**src/rtl/instr_issue_if.sv**
```systemverilog
// instr_issue_if -- instruction-memory bus and decoder issue handshake.
//   mem_rd/mem_addr/mem_rdata : word read, data valid one cycle after mem_rd
//   issue_valid/issue_ready   : decoded-field handshake towards the decoder
//   opcode..imm               : fields sliced from the held instruction
//   pc/pc_plus4               : address of the held instruction and pc+4
// master: the issue unit (instr_issue); slave: memory/decoder side.
interface instr_issue_if;
  logic        mem_rd;
  logic [31:0] mem_addr;
  logic [31:0] mem_rdata;
  logic        issue_valid;
  logic        issue_ready;
  logic [5:0]  opcode;
  logic [4:0]  rs;
  logic [4:0]  rt;
  logic [4:0]  rd;
  logic [4:0]  shamt;
  logic [5:0]  funct;
  logic [15:0] imm;
  logic [31:0] pc;
  logic [31:0] pc_plus4;

  modport master (
    output mem_rd, mem_addr, issue_valid,
    output opcode, rs, rt, rd, shamt, funct, imm, pc, pc_plus4,
    input  mem_rdata, issue_ready
  );

  modport slave (
    input  mem_rd, mem_addr, issue_valid,
    input  opcode, rs, rt, rd, shamt, funct, imm, pc, pc_plus4,
    output mem_rdata, issue_ready
  );
endinterface

```
**src/rtl/instr_issue.sv**
```systemverilog
// instr_issue -- fetches one instruction word, presents its decoded fields
// to the decoder, and holds them until the instruction retires.
//
// Ports:
//   clk            system clock (rising edge)
//   reset          synchronous active-high reset
//   bus            instr_issue_if.master (memory read + issue handshake)
//   retire         instruction complete (EXEC only)
//   redirect_valid next-PC override, sampled with retire
//   redirect_pc    override target, used unmodified
//   overflowflag   exception request (EXEC only, exception build)
//   divby0flag     exception request (EXEC only, exception build)
//   epc            saved exception PC
//
// Build option: define INSTR_ISSUE_EXC_EN to enable exception handling
// (overflow -> 0x100, divide-by-zero -> 0x104, epc captures pc). Without
// it both flags are ignored and epc is tied to 0.
//
// state  | meaning
// FETCH  | mem_rd asserted with mem_addr = pc
// WAIT   | read data in flight, captured into IR at end of cycle
// ISSUE  | issue_valid asserted, waiting for issue_ready
// EXEC   | fields held, waiting for retire / exception
module instr_issue (
  input  logic        clk,
  input  logic        reset,
  instr_issue_if.master bus,
  input  logic        retire,
  input  logic        redirect_valid,
  input  logic [31:0] redirect_pc,
  input  logic        overflowflag,
  input  logic        divby0flag,
  output logic [31:0] epc
);

  typedef enum logic [1:0] {
    ST_FETCH = 2'd0,
    ST_WAIT  = 2'd1,
    ST_ISSUE = 2'd2,
    ST_EXEC  = 2'd3
  } state_e;

  localparam logic [31:0] OVF_VECTOR   = 32'h0000_0100;
  localparam logic [31:0] DIVBY0_VECTOR = 32'h0000_0104;

  state_e      state_q, state_d;
  logic [31:0] pc_q, pc_d;
  logic [31:0] ir_q, ir_d;
  logic [31:0] pc_plus4;

`ifdef INSTR_ISSUE_EXC_EN
  logic [31:0] epc_q, epc_d;
`else
  logic        unused_flags;
  assign unused_flags = overflowflag ^ divby0flag;
`endif

  assign pc_plus4 = pc_q + 32'd4;  // wraps mod 2^32

  always_comb begin
    state_d         = state_q;
    pc_d            = pc_q;
    ir_d            = ir_q;
`ifdef INSTR_ISSUE_EXC_EN
    epc_d           = epc_q;
`endif
    bus.mem_rd      = 1'b0;
    bus.issue_valid = 1'b0;

    case (state_q)
      ST_FETCH: begin
        bus.mem_rd = 1'b1;
        state_d    = ST_WAIT;
      end
      ST_WAIT: begin
        ir_d    = bus.mem_rdata;
        state_d = ST_ISSUE;
      end
      ST_ISSUE: begin
        bus.issue_valid = 1'b1;
        if (bus.issue_ready) state_d = ST_EXEC;
      end
      ST_EXEC: begin
`ifdef INSTR_ISSUE_EXC_EN
        // Exceptions outrank retire; overflow outranks divide-by-zero.
        if (overflowflag) begin
          epc_d   = pc_q;
          pc_d    = OVF_VECTOR;
          state_d = ST_FETCH;
        end else if (divby0flag) begin
          epc_d   = pc_q;
          pc_d    = DIVBY0_VECTOR;
          state_d = ST_FETCH;
        end else if (retire) begin
          pc_d    = redirect_valid ? redirect_pc : pc_plus4;
          state_d = ST_FETCH;
        end
`else
        if (retire) begin
          pc_d    = redirect_valid ? redirect_pc : pc_plus4;
          state_d = ST_FETCH;
        end
`endif
      end
      default: state_d = ST_FETCH;
    endcase

    // Strobes are suppressed combinationally during the reset cycle itself.
    if (reset) begin
      bus.mem_rd      = 1'b0;
      bus.issue_valid = 1'b0;
    end
  end

  always_ff @(posedge clk) begin
    if (reset) begin
      state_q <= ST_FETCH;
      pc_q    <= 32'h0;
      ir_q    <= 32'h0;
`ifdef INSTR_ISSUE_EXC_EN
      epc_q   <= 32'h0;
`endif
    end else begin
      state_q <= state_d;
      pc_q    <= pc_d;
      ir_q    <= ir_d;
`ifdef INSTR_ISSUE_EXC_EN
      epc_q   <= epc_d;
`endif
    end
  end

`ifdef INSTR_ISSUE_EXC_EN
  assign epc = epc_q;
`else
  assign epc = 32'h0;
`endif

  assign bus.mem_addr = pc_q;
  assign bus.pc       = pc_q;
  assign bus.pc_plus4 = pc_plus4;
  assign bus.opcode   = ir_q[31:26];
  assign bus.rs       = ir_q[25:21];
  assign bus.rt       = ir_q[20:16];
  assign bus.rd       = ir_q[15:11];
  assign bus.shamt    = ir_q[10:6];
  assign bus.funct    = ir_q[5:0];
  assign bus.imm      = ir_q[15:0];

endmodule

```
**src/flat_wrapper.sv**
```systemverilog
// flat-port wrapper written by rule: the top's interface ports become plain ports
module instr_issue_flat 
  (clk, reset, retire, redirect_valid, redirect_pc, overflowflag, divby0flag, epc, bus_mem_rd, bus_mem_addr, bus_issue_valid, bus_opcode, bus_rs, bus_rt, bus_rd, bus_shamt, bus_funct, bus_imm, bus_pc, bus_pc_plus4, bus_mem_rdata, bus_issue_ready);
  instr_issue_if bus_i ();
  input  logic clk;
  input  logic reset;
  input  logic retire;
  input  logic redirect_valid;
  input  logic [31:0] redirect_pc;
  input  logic overflowflag;
  input  logic divby0flag;
  output logic [31:0] epc;
  output wire logic [$bits(bus_i.mem_rd)-1:0] bus_mem_rd;
  output wire logic [$bits(bus_i.mem_addr)-1:0] bus_mem_addr;
  output wire logic [$bits(bus_i.issue_valid)-1:0] bus_issue_valid;
  output wire logic [$bits(bus_i.opcode)-1:0] bus_opcode;
  output wire logic [$bits(bus_i.rs)-1:0] bus_rs;
  output wire logic [$bits(bus_i.rt)-1:0] bus_rt;
  output wire logic [$bits(bus_i.rd)-1:0] bus_rd;
  output wire logic [$bits(bus_i.shamt)-1:0] bus_shamt;
  output wire logic [$bits(bus_i.funct)-1:0] bus_funct;
  output wire logic [$bits(bus_i.imm)-1:0] bus_imm;
  output wire logic [$bits(bus_i.pc)-1:0] bus_pc;
  output wire logic [$bits(bus_i.pc_plus4)-1:0] bus_pc_plus4;
  input wire logic [$bits(bus_i.mem_rdata)-1:0] bus_mem_rdata;
  input wire logic [$bits(bus_i.issue_ready)-1:0] bus_issue_ready;
  assign bus_mem_rd = bus_i.mem_rd;
  assign bus_mem_addr = bus_i.mem_addr;
  assign bus_issue_valid = bus_i.issue_valid;
  assign bus_opcode = bus_i.opcode;
  assign bus_rs = bus_i.rs;
  assign bus_rt = bus_i.rt;
  assign bus_rd = bus_i.rd;
  assign bus_shamt = bus_i.shamt;
  assign bus_funct = bus_i.funct;
  assign bus_imm = bus_i.imm;
  assign bus_pc = bus_i.pc;
  assign bus_pc_plus4 = bus_i.pc_plus4;
  assign bus_i.mem_rdata = bus_mem_rdata;
  assign bus_i.issue_ready = bus_issue_ready;
  instr_issue u_core (.clk(clk), .reset(reset), .bus(bus_i), .retire(retire), .redirect_valid(redirect_valid), .redirect_pc(redirect_pc), .overflowflag(overflowflag), .divby0flag(divby0flag), .epc(epc));
endmodule
```
**config.mk**
```make
export PLATFORM = sky130hd
export DESIGN_NAME = instr_issue_flat
export DESIGN_NICKNAME = d
export VERILOG_FILES = /design/src/rtl/instr_issue_if.sv /design/src/rtl/instr_issue.sv /design/src/flat_wrapper.sv
export SDC_FILE = /design/constraint.sdc
export NUM_CORES = 1
export LEC_CHECK = 0
export ABC_AREA = 1
export CORE_MARGIN = 1
export CORE_UTILIZATION = 40
export DETAILED_ROUTE_END_ITERATION = 7
export PLACE_DENSITY = 0.95
export SLEW_MARGIN = 20
export SYNTH_ARGS = -nofsm -noshare
export SYNTH_HDL_FRONTEND = slang
export SYNTH_SLANG_ARGS = --single-unit
```
**constraint.sdc**
```tcl
create_clock -name clk -period 4.4 [get_ports clk]
set_input_delay 0.66 -clock clk [delete_from_list [all_inputs] [get_ports clk]]
set_output_delay 0.66 -clock clk [all_outputs]
set_load 0.01 [all_outputs]
```
* Word level (Yosys, flattened, before mapping)
Cells that the tools add are included.
Storage, ports and cells: bits in registers 66, bits in latches 0, RAM bits 0, memory bits (read-only) 0, logic and storage cells 20, memories kept 0
Cells by class: add/sub/neg operators 1, multipliers 0, div/mod/pow operators 0, order comparisons 0, equal/unequal tests 5, shift-type cells 0, muxes and demuxes 8, bitwise gates (word level) 0, reduce and logical (&&, ||, !) cells 3
Operators with widths (count):
- 32-bit by 3-bit adder with 32-bit output, second input constant | 1
- 32-bit two-way mux | 1
- 2-bit case mux with 4 select lines | 1
- 2-bit equality test, second input constant | 2
- 1-bit two-way mux | 4
- 2-bit two-way mux | 2
- 2-bit inequality test, second input constant | 2
- 2-bit AND reduction | 2
- 2-bit by 1-bit equality test with 1-bit output, second input constant | 1
- 2-bit logical NOT | 1

* Longest topological paths before layout
depth after elaboration 3, gate-level depth with buffers 10, mapped depth without buffers 10

* Worst setup path after synthesis
OpenSTA, ideal clock, no wires.
kind reg2out, from register u_core.pc_q[3], in the netlist u_core.bus.mem_addr[3], to output port bus_pc_plus4[14], arrival 1329 ps, slack 2411 ps, stages on the path, launching flop included 7, buffers on the path 0, cell sequence dfxtp_1 ha_1 nand2_1 nor2_2 nand2_2 nor2_4 xor2_1
On the way: cells in the longest elaborated chain, start to end 1
Ends and longest elaborated chain:
- start: declaration | line instr_issue.sv:47 | logic [31:0] pc_q, pc_d;
- start signal: assignment | line instr_issue.sv:125 | pc_q <= pc_d;
- 32-bit by 3-bit adder with 32-bit output | line instr_issue.sv:58 | assign pc_plus4 = pc_q + 32'd4;
- end: declaration | line flat_wrapper.sv:24 | output wire logic [$bits(bus_i.pc_plus4)-1:0] bus_pc_plus4;
No other way between the ends.

* Worst setup path after layout
from register u_core.pc_q[3], in the netlist u_core.bus.mem_addr[3], to output port bus_pc_plus4[28]
Same word-level chain as after synthesis.

==> flow_metrics.env <==
export IMPL_run_status="finished clean"
export IMPL_grt_pass1_wl_um=18600
export IMPL_place_area_um2=5750
export IMPL_syn_to_final_growth_pct=48.7
export IMPL_crit_reg2reg_capture="u_core.bus.mem_addr[11]"
export IMPL_met1_usage_pct=25.9
export IMPL_synth_avg_cell_area_um2=7.13
export IMPL_report_final_slew_viol_count=0
export IMPL_finalWirelength_um=11900
export IMPL_crit_end="bus_pc_plus4[28]"
export IMPL_cp_slowest_cell="clkdlybuf4s50_1"
export IMPL_setup_viol=0
export IMPL_grt_pass1_vias=3829
export IMPL_die_area_um2=10400
export IMPL_slowest_delay_ns=0.55
export IMPL_clk_latency_ns=0.34
export IMPL_required_ns=3.74
export IMPL_power_density_nw_per_um2=367
export IMPL_regArea_um2=1320
export IMPL_start_kind="flip-flop"
export IMPL_rsz0062_at_grt="no"
export IMPL_grt_overflow_total=0
export IMPL_rr_worst_depth=7
export IMPL_grt_total_usage_pct=23.1
export IMPL_fin_worst_skew_ns=0.0119
export IMPL_tightest_slew_ns=0.972
export IMPL_die_y_um=102
export IMPL_fin_crit_sh_pct=69.0
export IMPL_ir_drop_v=0.000284
export IMPL_post_drt_wl_per_cell_um=13.9
export IMPL_fill_cells=844
export IMPL_num_nets_final=792
export IMPL_drtPass1Iterations=5
export IMPL_cts_tree="built"
export IMPL_cts_buffers=9
export IMPL_std_cell_rows=36
export IMPL_path_clk_slew_ns=0.08
export IMPL_numClockSinks=66
export IMPL_slew_headroom_pct=35.1
export IMPL_syn_cell_area_um2=3990
export IMPL_viasPerCell=4.74
export IMPL_ys_types=27
export IMPL_dp_hpwl_um=8880
export IMPL_postLayoutCellArea_um2=5930
export IMPL_worstSetupStartpoint="u_core.bus.mem_addr[3]"
export IMPL_max_freq_mhz=329
export IMPL_leakage_nw=2.21
export IMPL_r2r_start="u_core.state_q[0]"
export IMPL_gr_usage_met3_pct=7.52
export IMPL_gp_congestion=0.907
export IMPL_postSynthCellCount=559
export IMPL_die_w_um=102
export IMPL_cp_cell_sequence="ha_1 -> nand3_1 -> nor2_1 -> nand2_1 -> inv_1 -> nand3_1 -> nand2_1 -> clkdlybuf4s50_1"
export IMPL_cts_resized=0
export IMPL_drt_initial_drc_count=150
export IMPL_cts_root_buffer="clkbuf_8"
export IMPL_grt_antenna_before_repair=0
export IMPL_crit_type="flip-flop to primary output"
export IMPL_dr_total_vias=4048
export IMPL_met2_usage_pct=40.9
export IMPL_hp_class="flip-flop to flip-flop"
export IMPL_n_antenna_cell=0
export IMPL_rrSetupSlack_ns=2.22
export IMPL_seq_area_frac_synth_pct=33.1
export IMPL_final_setup_tns_ns=0
export IMPL_io_pins=249
export IMPL_cp_arrival_ns=2.38
export IMPL_postCtsSetupRepairBufs=0
export IMPL_coreArea_um2=9730
export IMPL_portBuffers=214
export IMPL_start_util_pct=41.0
export IMPL_hold_buffers=0
export IMPL_drc_errors=0
export IMPL_drive_above_1_share_pct=6.38
export IMPL_crit_fanout=5
export IMPL_multi_input_area_um2=1980
export IMPL_maxCapViolCount=0
export IMPL_ys_ff_latch=66
export IMPL_cts_htree_levels=3
export IMPL_period_minus_slack_ns=3.04
export IMPL_endpoint_kind="primary output"
export IMPL_finalHoldViolCount=0
export IMPL_grt_start_max_net_pins=37
export IMPL_cts_max_path_buffers=2
export IMPL_ys_warn_count=0
export IMPL_antenna_left=0
export IMPL_grt_busiest_layer="met2"
[cell families (layout without fill, tap and decap cells)]
kind of cell               Yosys count  count (layout)  share of synthesized area [%]
xor gates and xnor gates            15              15                           4.43
buffers and inverters              131             262                           20.2
AOI/OAI and AO/OA                   97              97                           14.1
other                                1              32                         0.0941
DFF                                 66              66                           33.1
adders and majority gates            5               5                           1.57
and+or+nand+nor                    244             244                           26.5
[cell usage in the layout (no fill, tap or decap)]
master	synthesis	layout
clkdlybuf4s50_1	0	214
nand2_1	104	104
nor2_1	101	99
dfxtp_1	66	66
o21ai_0	37	37
conb_1	1	32
a21oi_1	28	28
inv_1	27	27
a22oi_1	27	27
nand3_1	10	10
nor2_4	9	9
clkbuf_8	0	9
nand2_2	6	6
nand3b_1	6	6
xor2_2	6	6
xnor2_1	5	5
ha_1	5	5
buf_4	82	5
and2_1	4	4
xor2_1	4	4
nor2_2	1	3
a211oi_1	2	2
a31oi_1	2	2
clkinv_2	0	2
inv_6	0	2
clkinv_4	0	2
nand2_4	1	1
nand4_1	1	1
o22ai_1	1	1
nor3_1	1	1
clkinvlp_4	0	1
[critical path: cells and delay by family (launching register included)]
family,cells,cell delay [ns]
buf+inv,2,0.67
flops,1,0.42
fa+ha+maj,1,0.25
simple gates,5,0.70
[cell usage after synthesis]
library cell / count / area share [%]
nand2_1: 104 / 9.8
nor2_1: 101 / 9.5
buf_4: 82 / 15
dfxtp_1: 66 / 33
o21ai_0: 37 / 4.6
a21oi_1: 28 / 3.5
a22oi_1: 27 / 5.1
inv_1: 27 / 2.5
clkbuf_1: 19 / 1.8
nand3_1: 10 / 1.3
nor2_4: 9 / 2.5
nand2_2: 6 / 0.94
nand3b_1: 6 / 1.1
xor2_2: 6 / 2.4
ha_1: 5 / 1.6
xnor2_1: 5 / 1.1
and2_1: 4 / 0.63
xor2_1: 4 / 0.88
buf_2: 3 / 0.38
a211oi_1: 2 / 0.38
a31oi_1: 2 / 0.31
conb_1: 1 / 0.094
nand2_4: 1 / 0.28
nand4_1: 1 / 0.16
nor2_2: 1 / 0.16
nor3_1: 1 / 0.13
o22ai_1: 1 / 0.16
[how the worst min path moves through the flow]
stage                         to  slack (ns)  cells after the start               from
2_1_floorplan  u_core.state_q[1]        0.49                      2  u_core.state_q[1]
3_3_place_gp     u_core.ir_q[26]        0.48                      2    u_core.ir_q[26]
3_5_place_dp     u_core.ir_q[23]        0.49                      2    u_core.ir_q[23]
4_1_cts          u_core.ir_q[24]        0.51                      2    u_core.ir_q[24]
5_1_grt          u_core.ir_q[24]        0.52                      2    u_core.ir_q[24]
6_report         u_core.ir_q[27]        0.50                      2    u_core.ir_q[27]
[sequential cells by signal (all words and copies together), names as in the netlist]
register,count
u_core.bus.mem_addr,32
u_core.ir_q,32
u_core.state_q,2
[metrics by stage]
stage          util, %  setup slack (ns)  total power, mW  cells  hold WS, ns
2_1_floorplan        -              2.41             1.29    590        0.490
3_3_place_gp      59.1              1.61             1.70    838        0.478
3_5_place_dp      59.1              1.60             1.72    838        0.485
4_1_cts           60.9              1.33             2.20    854        0.507
5_1_grt           60.9              1.20             2.32    854        0.523
6_report          60.9              1.36             2.18    854        0.502
[final cells by class]
| cell class | count | area share (%) |
|---|---|---|
| clock buffer | 9 | 2.09 |
| clock inverter | 7 | 0.886 |
| inverter | 27 | 1.71 |
| multi-input combinational | 393 | 33.5 |
| sequential | 66 | 22.3 |
| tap | 133 | 2.81 |
| timing repair buffer | 219 | 36.8 |
[routing by layer]
metal / part of all wire (%) / wire length, um
met3: 10 / 1200
met4: 1.9 / 231
met1: 38 / 4570
met5: 0 / 0
met2: 50 / 5890
[power breakdown]
group	switching, mW	internal, mW
Clock	0.259	0.208
Combinational	0.417	0.466
Sequential	0.100	0.725
(Power assumes the default switching activity.)
